==> src/rtl/regfile_port_arbiter.sv <==
// Front end for the 32x64 dual-read/single-write register file: zero-clears every
// register after reset, then round-robins the register-file ports between requesters A and B.
module regfile_port_arbiter #(
    parameter int DATA_BITS = 64,
    parameter int ADDR_BITS = 5,
    parameter int NUM_REGS  = 32
) (
    input  logic                 clk,
    input  logic                 rst_n,
    output logic                 init_done,

    input  logic                 a_req_valid,
    output logic                 a_req_ready,
    input  logic                 a_we,
    input  logic [ADDR_BITS-1:0] a_rw,
    input  logic [ADDR_BITS-1:0] a_ra,
    input  logic [ADDR_BITS-1:0] a_rb,
    input  logic [DATA_BITS-1:0] a_din,
    output logic                 a_rsp_valid,
    output logic [DATA_BITS-1:0] a_doutA,
    output logic [DATA_BITS-1:0] a_doutB,

    input  logic                 b_req_valid,
    output logic                 b_req_ready,
    input  logic                 b_we,
    input  logic [ADDR_BITS-1:0] b_rw,
    input  logic [ADDR_BITS-1:0] b_ra,
    input  logic [ADDR_BITS-1:0] b_rb,
    input  logic [DATA_BITS-1:0] b_din,
    output logic                 b_rsp_valid,
    output logic [DATA_BITS-1:0] b_doutA,
    output logic [DATA_BITS-1:0] b_doutB,

    output logic                 rf_we,
    output logic [ADDR_BITS-1:0] rf_rw,
    output logic [ADDR_BITS-1:0] rf_ra,
    output logic [ADDR_BITS-1:0] rf_rb,
    output logic [DATA_BITS-1:0] rf_din,
    input  logic [DATA_BITS-1:0] rf_doutA,
    input  logic [DATA_BITS-1:0] rf_doutB
);

    typedef enum logic [1:0] {
        RST_WAIT,
        CLR,
        RUN
    } state_e;

    localparam logic [ADDR_BITS-1:0] LAST_IDX = ADDR_BITS'(NUM_REGS - 1);

    state_e               state_q;
    logic [ADDR_BITS-1:0] idx_q;
    logic                 init_done_q;
    logic                 last_b_q;     // 1: B was granted most recently
    logic                 rsp_valid_q;
    logic                 rsp_b_q;      // 1: pending response belongs to B

    logic run;
    logic grant_a;
    logic grant_b;

    assign run = (state_q == RUN);

    // On a tie the requester that was not granted last wins.
    assign grant_a = run & a_req_valid & (~b_req_valid | last_b_q);
    assign grant_b = run & b_req_valid & (~a_req_valid | ~last_b_q);

    assign a_req_ready = grant_a;
    assign b_req_ready = grant_b;
    assign init_done   = init_done_q;

    // NOTE: every output gets a default before the branches, so no latch is inferred.
    always_comb begin
        rf_we  = 1'b0;
        rf_rw  = '0;
        rf_ra  = '0;
        rf_rb  = '0;
        rf_din = '0;
        if (state_q == CLR) begin
            rf_we = 1'b1;
            rf_rw = idx_q;
        end else if (grant_a) begin
            rf_we  = a_we;
            rf_rw  = a_rw;
            rf_ra  = a_ra;
            rf_rb  = a_rb;
            rf_din = a_din;
        end else if (grant_b) begin
            rf_we  = b_we;
            rf_rw  = b_rw;
            rf_ra  = b_ra;
            rf_rb  = b_rb;
            rf_din = b_din;
        end
    end

    // NOTE: sequential state uses non-blocking assignments only, so every register
    // samples the values present before the edge.
    always_ff @(posedge clk or negedge rst_n) begin
        if (!rst_n) begin
            state_q     <= RST_WAIT;
            idx_q       <= '0;
            init_done_q <= 1'b0;
            last_b_q    <= 1'b1;
            rsp_valid_q <= 1'b0;
            rsp_b_q     <= 1'b0;
        end else begin
            case (state_q)
                RST_WAIT: begin
                    state_q <= CLR;
                    idx_q   <= '0;
                end
                CLR: begin
                    if (idx_q == LAST_IDX) begin
                        state_q     <= RUN;
                        init_done_q <= 1'b1;
                    end else begin
                        idx_q <= idx_q + ADDR_BITS'(1);
                    end
                end
                RUN:     state_q <= RUN;
                default: state_q <= RST_WAIT;
            endcase

            rsp_valid_q <= grant_a | grant_b;
            rsp_b_q     <= grant_b;
            if (grant_a | grant_b) begin
                last_b_q <= grant_b;
            end
        end
    end

    // Register-file read data is steered only to the requester accepted last cycle.
    assign a_rsp_valid = rsp_valid_q & ~rsp_b_q;
    assign b_rsp_valid = rsp_valid_q &  rsp_b_q;
    assign a_doutA     = a_rsp_valid ? rf_doutA : '0;
    assign a_doutB     = a_rsp_valid ? rf_doutB : '0;
    assign b_doutA     = b_rsp_valid ? rf_doutA : '0;
    assign b_doutB     = b_rsp_valid ? rf_doutB : '0;

endmodule

==> config.mk <==
export PLATFORM = sky130hd
export DESIGN_NAME = regfile_port_arbiter
export DESIGN_NICKNAME = d
export VERILOG_FILES = /design/src/rtl/regfile_port_arbiter.sv
export SDC_FILE = /design/constraint.sdc
export NUM_CORES = 1
export LEC_CHECK = 0
export ABC_CLOCK_PERIOD_IN_PS = 1900
export CORE_AREA = 10 10 239 241
export DETAILED_ROUTE_END_ITERATION = 7
export DIE_AREA = 0 0 249 251
export HOLD_SLACK_MARGIN = 0.1
export PLACE_DENSITY = 0.34
export SYNTH_ARGS = -nofsm -noshare
export SYNTH_HDL_FRONTEND = slang
export SYNTH_SLANG_ARGS = --single-unit
==> constraint.sdc <==
create_clock -name clk -period 1.9 [get_ports clk]
set_clock_uncertainty 0.05 [all_clocks]
set_input_delay 0.285 -clock clk [delete_from_list [all_inputs] [get_ports clk]]
set_output_delay 0.285 -clock clk [all_outputs]
set_load 0.02 [all_outputs]
==> results.md, run 1 <==
- Outcome: complete, but fails checks
- Failing checks: setup timing
- Crit-path max cell delay: roughly 0.40 ns
- Vias in the first global route: about 8,300
- Clk Latency, worst-skew pair: approximately 0.24 ns
- Fill cells: about 5,600
- Fin. max-slew vios: 0
- RSZ-0062 raised after global routing: true
- Final setup fails: approximately 210
- Post-synth EDFFs: 0
- Synth Area in XOR/XNOR: 0.5894%
- CTS tree: built
- Worst-path fanout max: 5
- CP most frequent cell: buf_6
- Synth Flop Type: dfrtp_1
- CP arrival: 1.92 ns
- Share of cells above drive strength 1: 57.29%
- Final hold vios: 0
- Std cell rows: 84
- Ys Warns: 0
- DRC violations left: 0
- Max_cap viols: 0
- Syn Nets: 940
- Via density: 3.865
- H-Tree Depth: 1
- Cell Area, Synth: around 4500 sq um
- Slew @ Worst Pin: 0.5461 ns
- Setup TNS: -31.13 ns
- Placer Congestion: 0.8215
- Seq/Total Area, Yosys: 6.203%
- WL/cell: around 26 microns
- Synth top area share: about 18%
- Slack of the critical path: -0.3566 ns
- Fin nets: ~1,700
- Adder-cell share of the synthesized area: 1.403%
- Top cells by area, synth: and2_1, and3_1, nand3_1, nand3_2, a21oi_2
- Crit end category: output port
- Slew headroom: around 63%
- Post-Place Cells: 1,951
- Pwr Density: about 370 nW/um^2
- Ys async rst share: 100.0%
- Total CTS buffers: 3
- Mux cell area share after synthesis: 0.5052%
- Largest family of logic cells by synthesized area: simple AND/OR/NAND/NOR gates
- Worst Path Buf+Inv: 5
- Synth top cells by count: and2_1, and3_1, nand3_1
- WL final: 53.82 mm
- Design Power: between 0.005 and 0.006 W
- Dominant cell by count in the synthesized netlist: and2_1
- Upper clock frequency limit: roughly 440 MHz
- Core Footprint: about 52,000 sq um
- CP Data Required Time: about 1.6 ns
- LEAKAGE: just over 7 nW
- Final Core Density: between 20% and 30%
- Root buf cell: clkbuf_16
- Clk sinks: 11
- Mean Syn Cell Area: 6.933 sq um
- Die H: roughly 250 microns
- Post-Syn Instances: around 640
- Hold buffer count at CTS: 0
- Peak supply drop: about 210 uV
- Dpl cell area: roughly 12,000 sq um
- Largest net degree at the start of global routing: 37
- Die Area: between 60,000 and 70,000 sq um
- Clk slew on worst S/H paths: 0.04 ns
- Synth Area in Compound Gates: ~15%
- Fin crit period: 2.257 ns
- Critical path cell sequence: ha_4 > and2_4 > buf_6 > nand2_8 > buf_6 > inv_4 > buf_6 > a221o_1 > buf_6
- Grt ovf: 0
- Yosys cell types: 36
- Largest delay share family, worst path: buffers and inverters
- Initial antenna violation count: 23
- DP Wirelength: 43.27 mm
- Clock Path Buffers: 2
- GR Util All Layers: between 10% and 20%
- Worst path slowest cell: dfrtp_1
- P&R area growth vs syn: 240.9%
- Tcrit/Tclk final: 118.8%
- #FFs+latches synth: 11
- Post-synthesis simple-gate area fraction: approximately 63%
- I/O pin cnt: 633
- DR pass1 iterations: 4
- Initial Utilization: under 10%
- Startpoint Class: register
- DR vias: about 8,000
- I/O Buffers: between 600 and 700
- Layout Cells excl Fill: about 2,100
- 1st-iter DRT viols: 230
- First-pass GRT wire length: about 70 mm
- Worst min-delay path class: in -> async
- Final Cell Area: between 15,000 and 20,000 sq um
- Area leader, netlist: and2_1
- Critical path class: reg -> out
- DIE WIDTH: 249 microns
- Routed Antenna Nets: 0
[flip-flops by register name, summed over array words and instances, names as in the netlist]
| register | cells |
|---|---|
| idx_q | 5 |
| init_done | 1 |
| last_b_q | 1 |
| rsp_b_q | 1 |
| rsp_valid_q | 1 |
| state_q | 2 |
[power by group]
part           switching (W)  internal [W]  total (W)
Clock               0.000110      0.000282   0.000392
Sequential        0.00000662      0.000246   0.000252
Combinational        0.00232       0.00268    0.00500
[area by class of cell]
class,instances,area (sq um),share of cell area [%]
well taps,688,860.8,5.663
clock buffers,4,78.83,0.5186
inverters,8,32.53,0.2140
multi-input cells,536,4741,31.19
repair buffers,813,9173,60.35
flip-flops and latches,11,284.0,1.869
diodes,12,30.03,0.1976
[through the flow]
| step | setup WS (ns) | hold WS (ns) |
|---|---|---|
| floorplan | 0.06626 | -0.06059 |
| global placement | -0.6853 | 0.3933 |
| detailed placement | -0.6813 | 0.3991 |
| CTS | -0.3957 | 0.3882 |
| global route | -0.4225 | 0.3970 |
| finish | -0.3566 | 0.3534 |
[routing by layer]
| layer | vias to the layer above | part of all wire [%] | global-route usage, % |
|---|---|---|---|
| li1 | 3745 | - | - |
| met5 | - | 0.076 | 0 |
| met1 | 3767 | 36 | 15.01 |
| met2 | 440 | 51 | 26.88 |
| met4 | 6 | 2.4 | 4.965 |
| met3 | 51 | 10 | 7.324 |
[cell usage in the layout (no fill, tap or decap), drive strengths merged, types with 11 or more instances in the layout]
cell | netlist | final
a21oi | 75 | 75
and2 | 132 | 132
and3 | 129 | 129
buf | 50 | 426
clkbuf | 38 | 38
clkdlybuf4s15 | 0 | 21
clkdlybuf4s50 | 0 | 292
diode | 0 | 12
dlymetal6s2s | 0 | 40
nand2 | 11 | 11
nand3 | 148 | 148
[cells by family (layout without fill, tap and decap cells)]
| logic type | count (synthesis) | after routing |
|---|---|---|
| AOI/OAI and AO/OA | 90 | 90 |
| xor gates and xnor gates | 3 | 3 |
| adders and majority gates | 5 | 5 |
| buffers and inverters | 96 | 825 |
| DFF | 11 | 11 |
| muxes | 2 | 2 |
| other | 0 | 12 |
| and+or+nand+nor | 436 | 436 |
[final timing paths]
| kind | from | end | slack, ns | depth (start not counted) |
|---|---|---|---|---|
| setup / recovery | state_q[1] | rf_we | -0.36 | 9 |
| hold / removal | rst_n | init_done | 0.35 | 1 |
| setup reg to reg | idx_q[0] | idx_q[3] | 0.14 | 6 |
| hold reg to reg | init_done | init_done | 0.41 | 1 |
| max in group asynchronous | rst_n | rsp_valid_q | 1.04 | 1 |
| min in group clk | init_done | init_done | 0.41 | 1 |
[timing repair]
| action | in CTS | in global routing |
|---|---|---|
| setup buffers | 29 | 61 |
| cloned | 11 | 15 |
| setup endpoints to repair | 306 | 273 |
| pin swaps | 9 | 122 |
| resized for setup | 897 | 712 |
Note: power is estimated with default switching activity, not from simulation.
==> run 2: changes to the inputs <==
- MAX_ROUTING_LAYER: unset -> met4
==> run 2 against run 1 <==
Against the previous run: the flow still finishes with violations (setup timing); final cell count up 0.14%; via count is 1.0% lower; critical path type unchanged; clock power grew 1%; critical path depth grew 1; worst hold slack better by 0.00051 ns; critical endpoint unchanged; sequential share of layout area hardly changed; register-to-register slack hardly changed.
==> results.md, run 2 (same netlist as run 1, synthesis figures left out) <==
- Worst-path fanout max: 4 (was 5)
- Total CTS buffers: 3 (unchanged)
- Largest reg by FF count: idx_q (unchanged)
- I/O Buffers: 632 (unchanged)
- Slew headroom: 63.18% (was 63.48%)
- Register-to-register setup slack: 0.14 ns (about the same)
- Worst min-delay path class: in -> async (unchanged)
- Commonest non-fill, non-tap cell in the layout: clkdlybuf4s50_1 (unchanged)
- H-Tree Depth: 1 (unchanged)
- Startpoint Class: register (unchanged)
- Slew @ Worst Pin: 0.5506 ns (was 0.5461 ns)
- Core Footprint: 52,240 sq um (unchanged)
- Clock Path Buffers: 2 (unchanged)
- Final setup fails: 212 (unchanged)
- Grt ovf: 0 (unchanged)
- DRC violations left: 0 (unchanged)
- Most frequent cells in the layout: clkdlybuf4s50_1, buf_6, and3_1 (unchanged)
- Die H: 251 microns (unchanged)
- Placer Congestion: 0.8339 (was 0.8215)
- GR Util All Layers: 15.45% (was 15.02%)
- Max_cap viols: 0 (unchanged)
- WL final: 53.37 mm (was 53.82 mm)
- Sequential Area: 284.0 sq um (unchanged)
- Cells on worst reg2reg path: 6 (unchanged)
- CP startpoint: state_q[0] (was state_q[1])
- Crit end category: output port (unchanged)
- Initial antenna violation count: 22 (was 23)
- Initial Utilization: 8.535% (unchanged)
- WL/cell: 25.72 microns (was 25.97 microns)
- Outcome: complete, but fails checks (unchanged)
- Clk sinks: 11 (unchanged)
- Via density: 3.821 (was 3.865)
- Top flop regs: idx_q x5, state_q x2 (unchanged)
- I/O pin cnt: 633 (unchanged)
- DP Wirelength: 43.27 mm (unchanged)
- Peak supply drop: 211.4 uV (was 208.6 uV)
- DR pass1 iterations: 4 (unchanged)
- Pre-CTS WS: -0.6813 ns (unchanged)
- 1st-iter DRT viols: 172 (was 230)
- Share of cells above drive strength 1: 56.04% (was 57.29%)
- Multi-input logic area: 4676 sq um (was 4741 sq um)
- Critical path class: reg -> out (unchanged)
- Upper clock frequency limit: 446.0 MHz (was 443.1 MHz)
- Clk Latency, worst-skew pair: 0.24 ns (about the same)
- Fin nets: 1,672 (was 1,670)
- Failing checks: setup timing (unchanged)
- Die Area: 62,500 sq um (unchanged)
- RSZ-0062 raised after global routing: true (unchanged)
- Design Power: 0.005625 W (was 0.005649 W)
- Routed Antenna Nets: 0 (unchanged)
- LEAKAGE: 7.231 nW (about the same)
- Fin. max-slew vios: 0 (unchanged)
- Slack of the critical path: -0.3423 ns (was -0.3566 ns)
- Fin crit period: 2.242 ns (was 2.257 ns)
- Setup crit end: rf_we (unchanged)
- CP arrival: 1.91 ns (was 1.92 ns)
- Clk slew on worst S/H paths: 0.04 ns (about the same)
- DIE WIDTH: 249 microns (unchanged)
- Vias in the first global route: 8,414 (was 8,333)
- P&R area growth vs syn: 240.9% (about the same)
- Min Hold Slack: 0.3540 ns (was 0.3534 ns)
- Fill cells: 5,616 (unchanged)
- Std cell rows: 84 (unchanged)
- DR vias: 7,929 (was 8,009)
- CTS tree: built (unchanged)
- Hold buffer count at CTS: 0 (unchanged)
- Final hold vios: 0 (unchanged)
- Max FFs per register: 5 (unchanged)
- Tcrit/Tclk final: 118.0% (was 118.8%)
- Root buf cell: clkbuf_16 (unchanged)
- First-pass GRT wire length: 68.34 mm (was 68.68 mm)
- RR Endpoint: idx_q[3] (unchanged)
- Pwr Density: 370.1 nW/um^2 (was 371.6 nW/um^2)
- Largest net degree at the start of global routing: 37 (unchanged)
- CP Data Required Time: 1.56 ns (about the same)
- Reg2reg start: idx_q[0] (unchanged)
==> run 2: critical path: stages (launching register included) <==
cell and delay [ns]:
dfrtp_1 0.36, inv_2 0.06, ha_4 0.17, and2_4 0.17, buf_6 0.13, nand2_8 0.06
buf_6 0.09, inv_4 0.03, buf_6 0.09, a221o_1 0.36, buf_6 0.15
==> run 2: worst min-delay path by stage <==
stage / endpoint / slack [ns]
global placement: init_done / 0.39
global route: idx_q[0] / 0.40
floorplan: idx_q[0] / -0.06
finish: init_done / 0.35
CTS: idx_q[0] / 0.39
detailed placement: init_done / 0.40
==> run 2: area by class of cell <==
type                            count  share of cell area, %
Sequential cell                    11                  1.869
Inverter                            8                 0.2141
Antenna cell                       13                 0.2141
Multi-Input combinational cell    536                  30.77
Timing Repair Buffer              815                  60.75
Tap cell                          688                  5.665
Clock buffer                        4                 0.5187
==> run 2: per-layer routing <==
metal / up-vias / GRT usage, % / share of wire [%]
met1: 3723 / 15.17 / 37
li1: 3747 / - / -
met4: 0 / 5.052 / 2.2
met2: 422 / 26.87 / 51
met5: - / - / 0
met3: 37 / 6.985 / 9.5
==> run 2: power by group <==
part / total (W) / internal [W] / switching, W
combinational: 0.00498 / 0.00268 / 0.00229
sequential: 0.000252 / 0.000246 / 0.00000667
clock: 0.000396 / 0.000283 / 0.000113
total: 0.00562 / 0.00321 / 0.00241
==> run 2: through the flow <==
step / instances / util [%] / setup TNS, ns / instance area (sq um)
finish: 2075 / 29.09 / -34.67 / 15200
global placement: 1951 / 23.07 / -80.20 / 12050
global route: 2075 / 29.09 / -46.85 / 15200
detailed placement: 1951 / 23.07 / -80.01 / 12050
floorplan: 643 / - / 0 / 4458
CTS: 1995 / 24.53 / -50.10 / 12810
==> run 2: timing repair <==
action	CTS	global route
buffers inserted	29	65
gates cloned	11	14
pin swaps	9	116
setup endpoints to repair	306	273
gates resized for setup	897	695
==> run 3: changes to the inputs <==
- ABC_CLOCK_PERIOD_IN_PS: 1900 -> 2800
- CORE_AREA: 10 10 239 241 -> 10 10 237 239
- DIE_AREA: 0 0 249 251 -> 0 0 247 249
- PLACE_DENSITY: 0.34 -> 0.35
- clock period: 1.9 -> 2.8 ns (I/O delays scaled with it)
==> run 3 against run 2 <==
Against the previous run: the flow now finishes without violations; sequential share of layout area up 0.55 points; flip-flop and latch count unchanged; clock power down 34%; combinational power down 51%; final area is 23% lower; clock-buffer cell count stayed put; power fell by 49%; sequential power down 32%; critical endpoint unchanged.
==> results.md, run 3 (same netlist as run 1, synthesis figures left out) <==
- Routed Antenna Nets: 0 (unchanged)
- DIE WIDTH: 247 microns (was 249 microns)
- Worst Hold Path EP: init_done
- CP Data Required Time: 2.33 ns (was 1.56 ns)
- Die Area: 61,500 sq um (was 62,500 sq um)
- Setup TNS: 0 ns (was -34.67 ns)
- Via density: 3.701 (was 3.821)
- Switch Pwr: 0.001314 W (was 0.002415 W)
- Vias in the first global route: 7,625 (was 8,414)
- CP startpoint: state_q[0] (unchanged)
- Hold Path Stages: 1
- Fin crit period: approximately 2.7 ns
- Switching part of the total power: 45.59% (was 42.93%)
- First-pass GRT wire length: 61.37 mm (was 68.34 mm)
- Die H: 249 microns (was 251 microns)
- P&R area growth vs syn: 161.2% (was 240.9%)
- Clock Path Buffers: 2 (unchanged)
- Core Footprint: 51,200 sq um (was 52,240 sq um)
- Comb pwr share: 85.0% (was 88.5%)
- GR Util All Layers: 14.19% (was 15.45%)
- Slew headroom: 61.19% (was 63.18%)
- CTS tree: built (unchanged)
- Worst-path fanout max: 15 (was 4)
- Multi-input logic area: 3600 sq um (was 4676 sq um)
- Pwr Density: 247.5 nW/um^2 (was 370.1 nW/um^2)
- WL/cell: 24.05 microns (was 25.72 microns)
- Largest reg by FF count: idx_q (unchanged)
- Initial antenna violation count: 26 (was 22)
- Final Core Density: 22.75% (was 29.09%)
- Post-CTS Setup Inserts: 0 (was 29)
- Cells on worst reg2reg path: 5 (was 6)
- RR Endpoint: idx_q[4] (was idx_q[3])
- Register-to-register setup slack: 0.96 ns (was 0.14 ns)
- Grt ovf: 0 (unchanged)
- Fin nets: 1,535 (was 1,672)
- Clk sinks: 11 (unchanged)
- Design Power: 0.002882 W (was 0.005625 W)
- LEAKAGE: 4.799 nW (was 7.231 nW)
- Slew @ Worst Pin: 0.5821 ns (was 0.5506 ns)
- H-Tree Depth: 1 (unchanged)
- DRC violations left: 0 (unchanged)
- Peak supply drop: 128.5 uV (was 211.4 uV)
- Layout Cells excl Fill: 1,933 (was 2,075)
- Top flop regs: idx_q x5, state_q x2 (unchanged)
- Reg2reg start: idx_q[0] (unchanged)
- DR pass1 iterations: 4 (unchanged)
- Tcrit/Tclk final: between 90% and 100%
- Startpoint Class: register (unchanged)
- Slack of the critical path: 0.1495 ns (was -0.3423 ns)
- CP arrival: 2.18 ns (was 1.91 ns)
- Commonest non-fill, non-tap cell in the layout: clkdlybuf4s50_1 (unchanged)
- Most frequent cells in the layout: clkdlybuf4s50_1, and2_1, and3_1 (was clkdlybuf4s50_1, buf_6, and3_1)
- Clk Latency, worst-skew pair: 0.24 ns (about the same)
- Int Power: 0.001568 W (was 0.003210 W)
- Outcome: finished, final reports clean (was complete, but fails checks)
- Sequential Area: 281.5 sq um (was 284.0 sq um)
- Crit end category: output port (unchanged)
- Fill cells: 5,751 (was 5,616)
- Worst min-delay path class: reg -> reg (was in -> async)
- Clk pwr share: 9.1% (was 7.0%)
- Total CTS buffers: 3 (unchanged)
- Fin. max-slew vios: 0 (unchanged)
- Max FFs per register: 5 (unchanged)
- Upper clock frequency limit: between 300 and 400 MHz
- Final setup fails: 0 (was 212)
- Placer Congestion: 0.8313 (was 0.8339)
- Final hold vios: 0 (unchanged)
- Largest net degree at the start of global routing: 130 (was 37)
- DR vias: 7,154 (was 7,929)
- Post-Place Cells: 1,913 (was 1,951)
- 1st-iter DRT viols: 199 (was 172)
- Share of cells above drive strength 1: 14.07% (was 56.04%)
- Pre-CTS WS: -0.1507 ns (was -0.6813 ns)
- Initial Utilization: 8.707% (was 8.535%)
- Root buf cell: clkbuf_16 (unchanged)
- I/O Buffers: 632 (unchanged)
- Std cell rows: 83 (was 84)
- Worst hold start: init_done
- RSZ-0062 raised after global routing: false (was true)
- DP Wirelength: 40.79 mm (was 43.27 mm)
- Critical path class: reg -> out (unchanged)
- WL final: 46.48 mm (was 53.37 mm)
- Max_cap viols: 0 (unchanged)
- Flop pwr share: 6.0% (was 4.5%)
- Clk slew on worst S/H paths: 0.04 ns (about the same)
- I/O pin cnt: 633 (unchanged)
==> run 3: cell types whose count changed in the layout (fill, tap and decap cells not counted), moves of 25 or more <==
cell             change
and2_1              +94
buf_6              -199
dlygate4sd2_1       +69
and2_4              -95
buf_12              -55
buf_2               -37
a21oi_1             +25
nand3_1             +45
clkdlybuf4s50_1    +252
nand3_4             -44
buf_4               -52
dlymetal6s2s_1      -35
==> run 3: power groups by stage <==
stage / logic, W / registers, W / clock network, W
2_1_floorplan: 0.00109 / 0.000171 / 0
3_3_place_gp: 0.00258 / 0.000175 / 0
3_5_place_dp: 0.00256 / 0.000174 / 0
4_1_cts: 0.00249 / 0.000172 / 0.000271
5_1_grt: 0.00260 / 0.000173 / 0.000281
6_report: 0.00245 / 0.000172 / 0.000261
==> run 3: how the worst max path moves through the flow <==
stage	end	slack [ns]	depth (start not counted)
global placement	rf_din[61]	-0.15	6
detailed placement	rf_din[61]	-0.15	6
global route	rf_din[55]	0.009	8
finish	rf_we	0.15	7
CTS	rf_din[46]	0.003	7
floorplan	rf_rw[0]	0.83	6
==> run 3: repair_timing <==
action	in CTS	in global routing
setup endpoints to repair	70	6
hold buffers	0	0
gates resized for setup	70	6
==> run 3: area by class of cell <==
type                            count  area share (%)
Sequential cell                    11           2.417
Multi-Input combinational cell    536           30.91
Clock buffer                        4          0.6768
Tap cell                          680           7.306
Antenna cell                       16          0.3438
Inverter                            8          0.2578
Timing Repair Buffer              678           58.09
==> run 3: critical path: stages (launching register included) <==
cell and delay (ns):
dfrtp_1 0.38, inv_1 0.09, ha_1 0.24, and2_2 0.24, buf_4 0.20, and2_4 0.15, a221o_1 0.29, dlygate4sd2_1 0.33
==> run 3: metrics by stage <==
stage	hold WS, ns	instance area, sq um
2_1_floorplan	0.07441	4458
3_3_place_gp	0.4145	11600
3_5_place_dp	0.4097	11600
4_1_cts	0.4166	11590
5_1_grt	0.4353	11640
6_report	0.4077	11650
==> run 3: metal layers <==
metal / global-route usage, % / vias to the layer above / routed length (microns) / part of all wire [%]
met3: 5.923 / 37 / 5081 / 11
met5: - / - / 0 / 0
met4: 4.176 / 0 / 975 / 2.1
met1: 13.97 / 3246 / 17110 / 37
met2: 24.98 / 417 / 23320 / 50
li1: - / 3454 / - / -
